File: src/rtl/data_mem_arbiter_if.sv
`default_nettype none
// ============================================================================
// Module   : data_mem_arbiter_if
// Brief    : One requester port of the data-memory arbiter: request fields,
//            combinational grant and registered read/error response.
// Revision : 1.0 - initial release
// ============================================================================
interface data_mem_arbiter_if;
    logic        req;
    logic        we;
    logic        lock;
    logic [31:0] addr;
    logic [31:0] wdata;
    logic        gnt;
    logic        rvalid;
    logic [31:0] rdata;
    logic        err;

    // Requester side drives the request and observes grant/response
    modport master (
        output req, we, lock, addr, wdata,
        input  gnt, rvalid, rdata, err
    );

    // Arbiter side observes the request and drives grant/response
    modport slave (
        input  req, we, lock, addr, wdata,
        output gnt, rvalid, rdata, err
    );
endinterface
`default_nettype wire

File: src/rtl/data_mem_arbiter.sv
`default_nettype none
// ============================================================================
// Module   : data_mem_arbiter
// Brief    : Two-port round-robin arbiter in front of data_memory. Port a is
//            the CPU load/store path, port b the loader/DMA path. Supports
//            locked ownership with a starvation bound, range-checks word
//            addresses and returns registered read data / error responses.
// Revision : 1.0 - initial release
// ============================================================================
module data_mem_arbiter #(
    parameter int unsigned DEPTH    = 256,
    parameter int unsigned MAX_LOCK = 8
) (
    input  logic              clk,
    input  logic              reset,
    data_mem_arbiter_if.slave a,
    data_mem_arbiter_if.slave b,
    output logic [31:0]       mem_address,
    output logic [31:0]       write_data,
    output logic              MemRead,
    output logic              MemWrite,
    input  logic [31:0]       read_data
);

    localparam int unsigned c_cnt_w = $clog2(MAX_LOCK + 1);

    localparam logic [1:0] c_st_idle  = 2'd0;
    localparam logic [1:0] c_st_own_a = 2'd1;
    localparam logic [1:0] c_st_own_b = 2'd2;

    logic [1:0]         r_state;
    logic [1:0]         w_state_nxt;
    logic [c_cnt_w-1:0] r_lock_cnt;
    logic [c_cnt_w-1:0] w_lock_cnt_nxt;
    logic [c_cnt_w-1:0] w_lock_cnt_inc;
    logic               r_rr_last;      // 1 = b won the last grant
    logic               w_gnt_a;
    logic               w_gnt_b;
    logic               w_gnt;
    logic               w_we;
    logic               w_lock;
    logic [31:0]        w_addr;
    logic [31:0]        w_wdata;
    logic               w_in_range;
    logic               w_resp;
    logic               w_lock_keep;
    logic [31:0]        r_addr_hold;
    logic [31:0]        r_wdata_hold;
    logic               r_a_rvalid;
    logic               r_a_err;
    logic [31:0]        r_a_rdata;
    logic               r_b_rvalid;
    logic               r_b_err;
    logic [31:0]        r_b_rdata;

    // Grant selection: owner-only while locked, round-robin on a tie when idle
    always_comb begin
        w_gnt_a = 1'b0;
        w_gnt_b = 1'b0;
        if (!reset) begin
            case (r_state)
                c_st_idle: begin
                    if (a.req && b.req) begin
                        w_gnt_a = r_rr_last;
                        w_gnt_b = !r_rr_last;
                    end else begin
                        w_gnt_a = a.req;
                        w_gnt_b = b.req;
                    end
                end
                c_st_own_a: w_gnt_a = a.req;
                c_st_own_b: w_gnt_b = b.req;
                default: begin
                    w_gnt_a = 1'b0;
                    w_gnt_b = 1'b0;
                end
            endcase
        end
    end

    assign w_gnt      = w_gnt_a | w_gnt_b;
    assign w_we       = w_gnt_a ? a.we    : b.we;
    assign w_lock     = w_gnt_a ? a.lock  : b.lock;
    assign w_addr     = w_gnt_a ? a.addr  : b.addr;
    assign w_wdata    = w_gnt_a ? a.wdata : b.wdata;
    assign w_in_range = (w_addr < DEPTH);
    // Reads and any out-of-range access return a response; good writes do not
    assign w_resp     = !w_we || !w_in_range;

    assign MemRead     = w_gnt && w_in_range && !w_we;
    assign MemWrite    = w_gnt && w_in_range && w_we;
    assign mem_address = w_gnt ? w_addr  : r_addr_hold;
    assign write_data  = w_gnt ? w_wdata : r_wdata_hold;

    assign a.gnt    = w_gnt_a;
    assign b.gnt    = w_gnt_b;
    assign a.rvalid = r_a_rvalid;
    assign a.err    = r_a_err;
    assign a.rdata  = r_a_rdata;
    assign b.rvalid = r_b_rvalid;
    assign b.err    = r_b_err;
    assign b.rdata  = r_b_rdata;

    assign w_lock_cnt_inc = r_lock_cnt + c_cnt_w'(1);
    // Owner keeps the bus only while it asks to and the run is below the bound
    assign w_lock_keep    = w_lock && (32'(w_lock_cnt_inc) < MAX_LOCK);

    // Ownership next-state and lock run counter
    always_comb begin
        w_state_nxt    = r_state;
        w_lock_cnt_nxt = r_lock_cnt;
        case (r_state)
            c_st_idle: begin
                if (w_gnt && w_lock && (MAX_LOCK > 1)) begin
                    w_state_nxt    = w_gnt_a ? c_st_own_a : c_st_own_b;
                    w_lock_cnt_nxt = c_cnt_w'(1);
                end
            end
            c_st_own_a, c_st_own_b: begin
                if (w_gnt && w_lock_keep) begin
                    w_lock_cnt_nxt = w_lock_cnt_inc;
                end else begin
                    // Voluntary release, dropped request, or forced release
                    w_state_nxt    = c_st_idle;
                    w_lock_cnt_nxt = '0;
                end
            end
            default: begin
                w_state_nxt    = c_st_idle;
                w_lock_cnt_nxt = '0;
            end
        endcase
    end

    // Ownership state, lock counter and round-robin pointer
    always_ff @(posedge clk) begin
        if (reset) begin
            r_state    <= c_st_idle;
            r_lock_cnt <= '0;
            r_rr_last  <= 1'b1;
        end else begin
            r_state    <= w_state_nxt;
            r_lock_cnt <= w_lock_cnt_nxt;
            if (w_gnt) begin
                r_rr_last <= w_gnt_b;
            end
        end
    end

    // Held bus values and one-cycle-latency responses per port
    always_ff @(posedge clk) begin
        if (reset) begin
            r_addr_hold  <= '0;
            r_wdata_hold <= '0;
            r_a_rvalid   <= 1'b0;
            r_a_err      <= 1'b0;
            r_a_rdata    <= '0;
            r_b_rvalid   <= 1'b0;
            r_b_err      <= 1'b0;
            r_b_rdata    <= '0;
        end else begin
            if (w_gnt) begin
                r_addr_hold  <= w_addr;
                r_wdata_hold <= w_wdata;
            end
            r_a_rvalid <= w_gnt_a && w_resp;
            r_a_err    <= w_gnt_a && !w_in_range;
            if (w_gnt_a && w_resp) begin
                r_a_rdata <= w_in_range ? read_data : 32'd0;
            end
            r_b_rvalid <= w_gnt_b && w_resp;
            r_b_err    <= w_gnt_b && !w_in_range;
            if (w_gnt_b && w_resp) begin
                r_b_rdata <= w_in_range ? read_data : 32'd0;
            end
        end
    end

endmodule
`default_nettype wire
File: src/flat_wrapper.sv
// flat-port wrapper written by rule: the top's interface ports become plain ports
module data_mem_arbiter_flat 
#(
    parameter int unsigned DEPTH    = 256,
    parameter int unsigned MAX_LOCK = 8
)
  (clk, reset, mem_address, write_data, MemRead, MemWrite, read_data, a_req, a_we, a_lock, a_addr, a_wdata, a_gnt, a_rvalid, a_rdata, a_err, b_req, b_we, b_lock, b_addr, b_wdata, b_gnt, b_rvalid, b_rdata, b_err);
  data_mem_arbiter_if a_i ();
  data_mem_arbiter_if b_i ();
  input  logic clk;
  input  logic reset;
  output logic [31:0] mem_address;
  output logic [31:0] write_data;
  output logic MemRead;
  output logic MemWrite;
  input  logic [31:0] read_data;
  input wire logic [$bits(a_i.req)-1:0] a_req;
  input wire logic [$bits(a_i.we)-1:0] a_we;
  input wire logic [$bits(a_i.lock)-1:0] a_lock;
  input wire logic [$bits(a_i.addr)-1:0] a_addr;
  input wire logic [$bits(a_i.wdata)-1:0] a_wdata;
  output wire logic [$bits(a_i.gnt)-1:0] a_gnt;
  output wire logic [$bits(a_i.rvalid)-1:0] a_rvalid;
  output wire logic [$bits(a_i.rdata)-1:0] a_rdata;
  output wire logic [$bits(a_i.err)-1:0] a_err;
  input wire logic [$bits(b_i.req)-1:0] b_req;
  input wire logic [$bits(b_i.we)-1:0] b_we;
  input wire logic [$bits(b_i.lock)-1:0] b_lock;
  input wire logic [$bits(b_i.addr)-1:0] b_addr;
  input wire logic [$bits(b_i.wdata)-1:0] b_wdata;
  output wire logic [$bits(b_i.gnt)-1:0] b_gnt;
  output wire logic [$bits(b_i.rvalid)-1:0] b_rvalid;
  output wire logic [$bits(b_i.rdata)-1:0] b_rdata;
  output wire logic [$bits(b_i.err)-1:0] b_err;
  assign a_i.req = a_req;
  assign a_i.we = a_we;
  assign a_i.lock = a_lock;
  assign a_i.addr = a_addr;
  assign a_i.wdata = a_wdata;
  assign a_gnt = a_i.gnt;
  assign a_rvalid = a_i.rvalid;
  assign a_rdata = a_i.rdata;
  assign a_err = a_i.err;
  assign b_i.req = b_req;
  assign b_i.we = b_we;
  assign b_i.lock = b_lock;
  assign b_i.addr = b_addr;
  assign b_i.wdata = b_wdata;
  assign b_gnt = b_i.gnt;
  assign b_rvalid = b_i.rvalid;
  assign b_rdata = b_i.rdata;
  assign b_err = b_i.err;
  data_mem_arbiter #(.DEPTH(DEPTH), .MAX_LOCK(MAX_LOCK)) u_core (.clk(clk), .reset(reset), .a(a_i), .b(b_i), .mem_address(mem_address), .write_data(write_data), .MemRead(MemRead), .MemWrite(MemWrite), .read_data(read_data));
endmodule
File: config.mk
export PLATFORM = sky130hd
export DESIGN_NAME = data_mem_arbiter_flat
export DESIGN_NICKNAME = d
export VERILOG_FILES = /design/src/rtl/data_mem_arbiter_if.sv /design/src/rtl/data_mem_arbiter.sv /design/src/flat_wrapper.sv
export SDC_FILE = /design/constraint.sdc
export NUM_CORES = 1
export LEC_CHECK = 0
export CAP_MARGIN = 15
export CORE_MARGIN = 4
export CORE_UTILIZATION = 43
export CTS_CLUSTER_DIAMETER = 60
export CTS_CLUSTER_SIZE = 28
export DETAILED_ROUTE_END_ITERATION = 8
export GPL_ROUTABILITY_DRIVEN = 1
export PLACE_DENSITY = 0.94
export SYNTH_ARGS = -nofsm -noshare
export SYNTH_HDL_FRONTEND = slang
export SYNTH_SLANG_ARGS = --single-unit
File: constraint.sdc
create_clock -name clk -period 6.8 [get_ports clk]
set_input_delay 1.7 -clock clk [delete_from_list [all_inputs] [get_ports clk]]
set_output_delay 1.7 -clock clk [all_outputs]
set_load 0.02 [all_outputs]
### After elaboration in Yosys (flattened, before gate mapping)

Index checks and enable logic that the tools add are counted.

| word-level totals | value |
|---|---|
| bits in registers | 139 |
| bits of input ports | 168 |
| output and inout bits | 136 |
| logic and storage cells | 57 |

| operators by class | value |
|---|---|
| $add $sub $neg | 1 |
| order comparisons | 2 |
| equal/unequal tests | 4 |
| mux-type cells | 20 |
| bitwise logic cells | 1 |
| reductions and logical operators | 18 |

Operators with widths:

| cell | count |
|---|---|
| $mux 32 | 5 |
| $lt 32x9->1 const B | 1 |
| $logic_and 1x1->1 | 11 |
| $mux 4 | 2 |
| $pmux 4 s2 | 1 |
| $mux 1 | 6 |
| $mux 2 | 3 |
| $add 4x1->4 const B | 1 |
| $lt 4x4->1 const B | 1 |
| $pmux 1 s2 | 2 |
| $pmux 2 s2 | 1 |
| $logic_not 1->1 | 3 |
| $eq 2x1->1 const B | 1 |
| $eq 2x2->1 const B | 1 |
| $logic_not 2->1 | 1 |
| $ne 2x1->1 const B | 1 |
| $ne 2x2->1 const B | 1 |
| $reduce_and 2->1 | 1 |
| $reduce_or 2->1 | 1 |
| $logic_or 1x1->1 | 1 |
| $or 1x1->1 | 1 |

### Depth between registers and ports, before layout

| depth | value |
|---|---|
| depth after elaboration | 9 |
| depth in mapped cells | 11 |
| gate-level depth less buffers | 8 |

### Least setup slack after synthesis

No wires, ideal clock.

| timing path | value |
|---|---|
| path type | input -> output |
| start | in reset |
| end | out MemWrite |
| data arrival time | 3.192 ns |
| required time | 5.100 ns |
| path slack | 1.908 ns |
| stages on the path | 8 |
| path through | nand2b_1 or3_1 buf_2 clkinv_2 buf_4 buf_2 nand2_1 a21oi_1 |

| between the ends | value |
|---|---|
| word-level cells in the longest chain between the ends | 5 |
| elaborated cells between the ends (all ways) | 8 |

RTL lines:

| item | RTL line | source |
|---|---|---|
| from (decl) | flat_wrapper.sv:11 | `input logic reset;` |
| $mux 1 * | data_mem_arbiter.sv:60 | `if (!reset) begin` |
| named net a_gnt | flat_wrapper.sv:22 | `output wire logic [$bits(a_i.gnt)-1:0] a_gnt;` |
| $mux 32 | data_mem_arbiter.sv:84 | `assign w_addr = w_gnt_a ? a.addr : b.addr;` |
| $lt 32x9->1 | data_mem_arbiter.sv:86 | `assign w_in_range = (w_addr < DEPTH);` |
| $logic_and 1x1->1 | data_mem_arbiter.sv:91 | `assign MemWrite = w_gnt && w_in_range && w_we;` |
| $logic_and 1x1->1 * | data_mem_arbiter.sv:91 |  |
| to (decl) | flat_wrapper.sv:15 | `output logic MemWrite;` |

The timed path passes the listed nets; every way through them passes the cells marked *.

### Worst setup path in the final report

| timing path | value |
|---|---|
| start | in a_req |
| end | out MemWrite |

| between the ends | value |
|---|---|
| word-level cells in the longest chain between the ends | 8 |
| elaborated cells between the ends (all ways) | 13 |

RTL lines:

| item | RTL line | source |
|---|---|---|
| from (decl) | flat_wrapper.sv:17 | `input wire logic [$bits(a_i.req)-1:0] a_req;` |
| $logic_and 1x1->1 | data_mem_arbiter.sv:63 | `if (a.req && b.req) begin` |
| $mux 1 | data_mem_arbiter.sv:63 |  |
| $pmux 1 s2 | data_mem_arbiter.sv:61 | `case (r_state)` |
| $mux 1 | data_mem_arbiter.sv:60 |  |
| $mux 32 | data_mem_arbiter.sv:84 |  |
| $lt 32x9->1 | data_mem_arbiter.sv:86 |  |
| $logic_and 1x1->1 | data_mem_arbiter.sv:91 |  |
| $logic_and 1x1->1 * | data_mem_arbiter.sv:91 |  |

Every way passes the cells marked *; elsewhere a longest branch is shown, timed or not.

==> impl_metrics.env <==
export IMPL_status="complete, no violations"
export IMPL_yosysWarningCount=0
export IMPL_finalSetupViolations=0
export IMPL_synth_nets=761
export IMPL_route_detailed_drc=0
export IMPL_crit_path_start_kind="input port"
export IMPL_wl_met3_mm=2.005
export IMPL_combPwrFrac=0.344
export IMPL_peakVddDrop_mv=0.1870
export IMPL_die_x_um=124.0
export IMPL_clkLatencyLatePin_ns=0.42
export IMPL_synthMuxAreaShare=0.1151
export IMPL_cap_violations=0
export IMPL_syn_inst=588
export IMPL_dr_total_vias=5594
export IMPL_grt_pass1_wl_mm=28.98
export IMPL_cp_max_fo=60
export IMPL_hold_viol=0
export IMPL_first_global_vias=5617
export IMPL_finalMaxSlewViolations=0
export IMPL_period_share=0.8830
export IMPL_avgSynthCellArea_um2=9.839
export IMPL_timing_fmax_mhz=166.5
export IMPL_cts_resized=0
export IMPL_fin_setup_tns_ns=0
export IMPL_cts_max_path_buffers=2
export IMPL_cts_tree="yes"
export IMPL_wl_mm=19.53
export IMPL_synth_compound_area_frac=0.1791
export IMPL_setup_ws_ns=0.7956
export IMPL_antenna_found_initial=0
export IMPL_clock_power_share=0.338
export IMPL_cts_setup_buffers=0
export IMPL_synth_seq_area_share=0.4810
export IMPL_fp_dieArea_um2=15370
export IMPL_grt_start_max_net_pins=75
export IMPL_cts_root_buf="clkbuf_16"
export IMPL_sw_frac_of_total=0.3192
export IMPL_synth_top_family_by_area="compound AO/OA/AOI/OAI gates"
export IMPL_drtIter0Drc=340
export IMPL_pwr_share_seq=0.317
export IMPL_yosys_area_share_xor_xnor=0
export IMPL_synthSimpleGateAreaFrac=0.1624
export IMPL_power_density_nw_per_um2=302.5
export IMPL_critPathKind="input port to primary output"
export IMPL_dp_slack_ns=0.7978
export IMPL_grt_use_total=0.2454
export IMPL_gp_congestion=0.8120
export IMPL_syn_to_final_growth_pct=64.49
export IMPL_path_clk_slew_ns=0.06
export IMPL_met1_length_mm=7.180
export IMPL_fin_nets=1047
export IMPL_tightest_slew_ns=0.8455
export IMPL_firstDrtPassIters=5
export IMPL_port_buffers=303
export IMPL_postRouteAntennaNets=0
export IMPL_met2_wirelength_mm=9.810
export IMPL_core_area_um2=13190
export IMPL_internal_power_uw=1960
export IMPL_cts_inserted_buffers=17
export IMPL_power_switching_uw=918.8
export IMPL_synth_distinct_cells=37
export IMPL_rows=42
export IMPL_holdWs_ns=0.4778
export IMPL_fin_crit_ns=6.004
export IMPL_rsz0062_at_grt="no"
export IMPL_synth_area_um2=5786
export IMPL_drive_gt1_frac=0.05750
export IMPL_min_path_type="flip-flop to flip-flop"
export IMPL_worst_ep_required_time_ns=5.10
export IMPL_start_util=0.4386
export IMPL_fp_dieH_um=124.0
export IMPL_dp_hpwl_mm=14.13
export IMPL_endpoint_kind="primary output"
export IMPL_highest_layer="met4"
export IMPL_synthAdderAreaFrac=0.01081
export IMPL_post_route_util=0.7215
export IMPL_ios=304
export IMPL_wire_per_inst_um=18.37
export IMPL_arrival_ns=4.30
export IMPL_grt_ovfl_total=0
export IMPL_leakagePower_uw=0.003495
export IMPL_antennaDiodeCount=0
export IMPL_cts_sinks=139
export IMPL_vias_per_cell=5.262
export IMPL_finClkSkew_ns=0.008336
export IMPL_ctsHoldBuffers=0
export IMPL_ys_seq_elements=139
export IMPL_cts_max_level=4
export IMPL_slew_limit_headroom=0.4363
Yosys cell counts:
| library cell | n | share of area |
|---|---|---|
| o211ai_1 | 1 | 0.0013 |
| inv_1 | 5 | 0.0032 |
| nor4b_1 | 1 | 0.0015 |
| buf_6 | 9 | 0.018 |
| and4b_1 | 2 | 0.0035 |
| ha_1 | 5 | 0.011 |
| a22o_1 | 64 | 0.097 |
| o211a_1 | 1 | 0.0017 |
| mux2i_1 | 65 | 0.11 |
| nand2b_1 | 1 | 0.0011 |
| mux2_4 | 1 | 0.0026 |
| o221ai_1 | 1 | 0.0015 |
| clkbuf_1 | 13 | 0.0084 |
| a31oi_1 | 2 | 0.0022 |
| nor2_1 | 9 | 0.0058 |
| o21a_4 | 1 | 0.0026 |
| o31ai_2 | 2 | 0.0043 |
| a311oi_1 | 1 | 0.0015 |
| and2_1 | 4 | 0.0043 |
| a21oi_1 | 8 | 0.0069 |
| nand4_1 | 1 | 0.0011 |
| clkinv_2 | 1 | 0.00086 |
| a31o_2 | 1 | 0.0015 |
| o21ai_1 | 64 | 0.055 |
| buf_4 | 4 | 0.0052 |
| buf_2 | 19 | 0.016 |
| dfxtp_1 | 139 | 0.48 |
| or4_1 | 4 | 0.0052 |
| nor2b_1 | 67 | 0.072 |
| nor3b_1 | 1 | 0.0013 |
| nor4_1 | 9 | 0.0097 |
| or3_1 | 2 | 0.0022 |
| o21ai_0 | 2 | 0.0017 |
| a211o_1 | 1 | 0.0015 |
| nand2_1 | 66 | 0.043 |
| nand3_1 | 8 | 0.0069 |
| and4_1 | 3 | 0.0045 |
power by group through the flow:
stage / Sequential (uW) / Combinational [uW] / Clock [uW]
after global routing: 919 / 1060 / 1020
after CTS: 914 / 998 / 988
after floorplan: 929 / 549 / 0
after global placement: 927 / 973 / 0
after detailed placement: 930 / 989 / 0
final: 914 / 992 / 973
cell usage in the layout (no fill, tap or decap), drive strengths merged, types with 2 or more instances in the layout:
master and n:
o31ai 2, a22o 64, nor2 9, clkbuf 18
nand3 8, and2 4, a21oi 8, or4 4
nand2 66, dfxtp 139, and4b 2, nor2b 67
nor4 9, clkdlybuf4s50 302, a31oi 2, ha 5
bufinv 3, or3 2, mux2i 65, inv 10
and4 3, clkinv 6, o21ai 66, buf 10
metal layers:
layer	vias to the layer above	GRT usage
met5	-	0
met3	36	0.09355
met4	0	0.1068
met1	2617	0.2578
li1	2677	-
met2	264	0.4360
sequential cells by signal (all words and copies together), names as in the netlist, 2 cells and up:
name,cells
u_core.a.rdata,32
u_core.r_lock_cnt,4
u_core.r_state,2
u_core.r_addr_hold,32
u_core.r_wdata_hold,32
u_core.b.rdata,32
cell families after synthesis:
family | Yosys count
adders and majority gates | 5
DFF | 139
buffers and inverters | 51
and+or+nand+nor | 178
muxes | 66
AOI/OAI and AO/OA | 149
through the flow:
stage	std cells	cell area (um^2)	total power [uW]
floorplan	588	5786	1477
CTS	1063	9517	2900
global placement	1031	8891	1900
detailed placement	1031	8891	1919
global route	1063	9517	3003
finish	1063	9517	2879
worst paths after layout:
| path | from | to | slack, ns | cells past startpoint |
|---|---|---|---|---|
| worst min-delay path | u_core.a.rdata[10]$_SDFFE_PP0P_ | u_core.a.rdata[10]$_SDFFE_PP0P_ | 0.48 | 1 |
| worst min register to register | u_core.a.rdata[10]$_SDFFE_PP0P_ | u_core.a.rdata[10]$_SDFFE_PP0P_ | 0.48 | 1 |
| worst max-delay path | a_req | MemWrite | 0.80 | 8 |
| worst max register to register | u_core.r_state[1]$_SDFFE_PP0P_ | u_core.b.rdata[0]$_SDFFE_PP0P_ | 3.51 | 10 |
critical path, stage by stage:
cell and delay [ns]:
clkdlybuf4s50_1 0.53, nand2b_1 0.09, or3_1 0.44, clkinv_2 0.33, buf_12 0.29, nand2_1 0.11, a21oi_1 0.14, clkdlybuf4s50_1 0.63
cell type report:
cell class	count	area (um^2)
tap	176	220.2
multi-input combinational	398	2731
clock buffer	18	439.2
clock inverter	14	186.4
timing repair buffer	312	3133
fill	925	3674
inverter	6	23.77
sequential	139	2783
No activity file was read; power rests on OpenSTA's default activity.
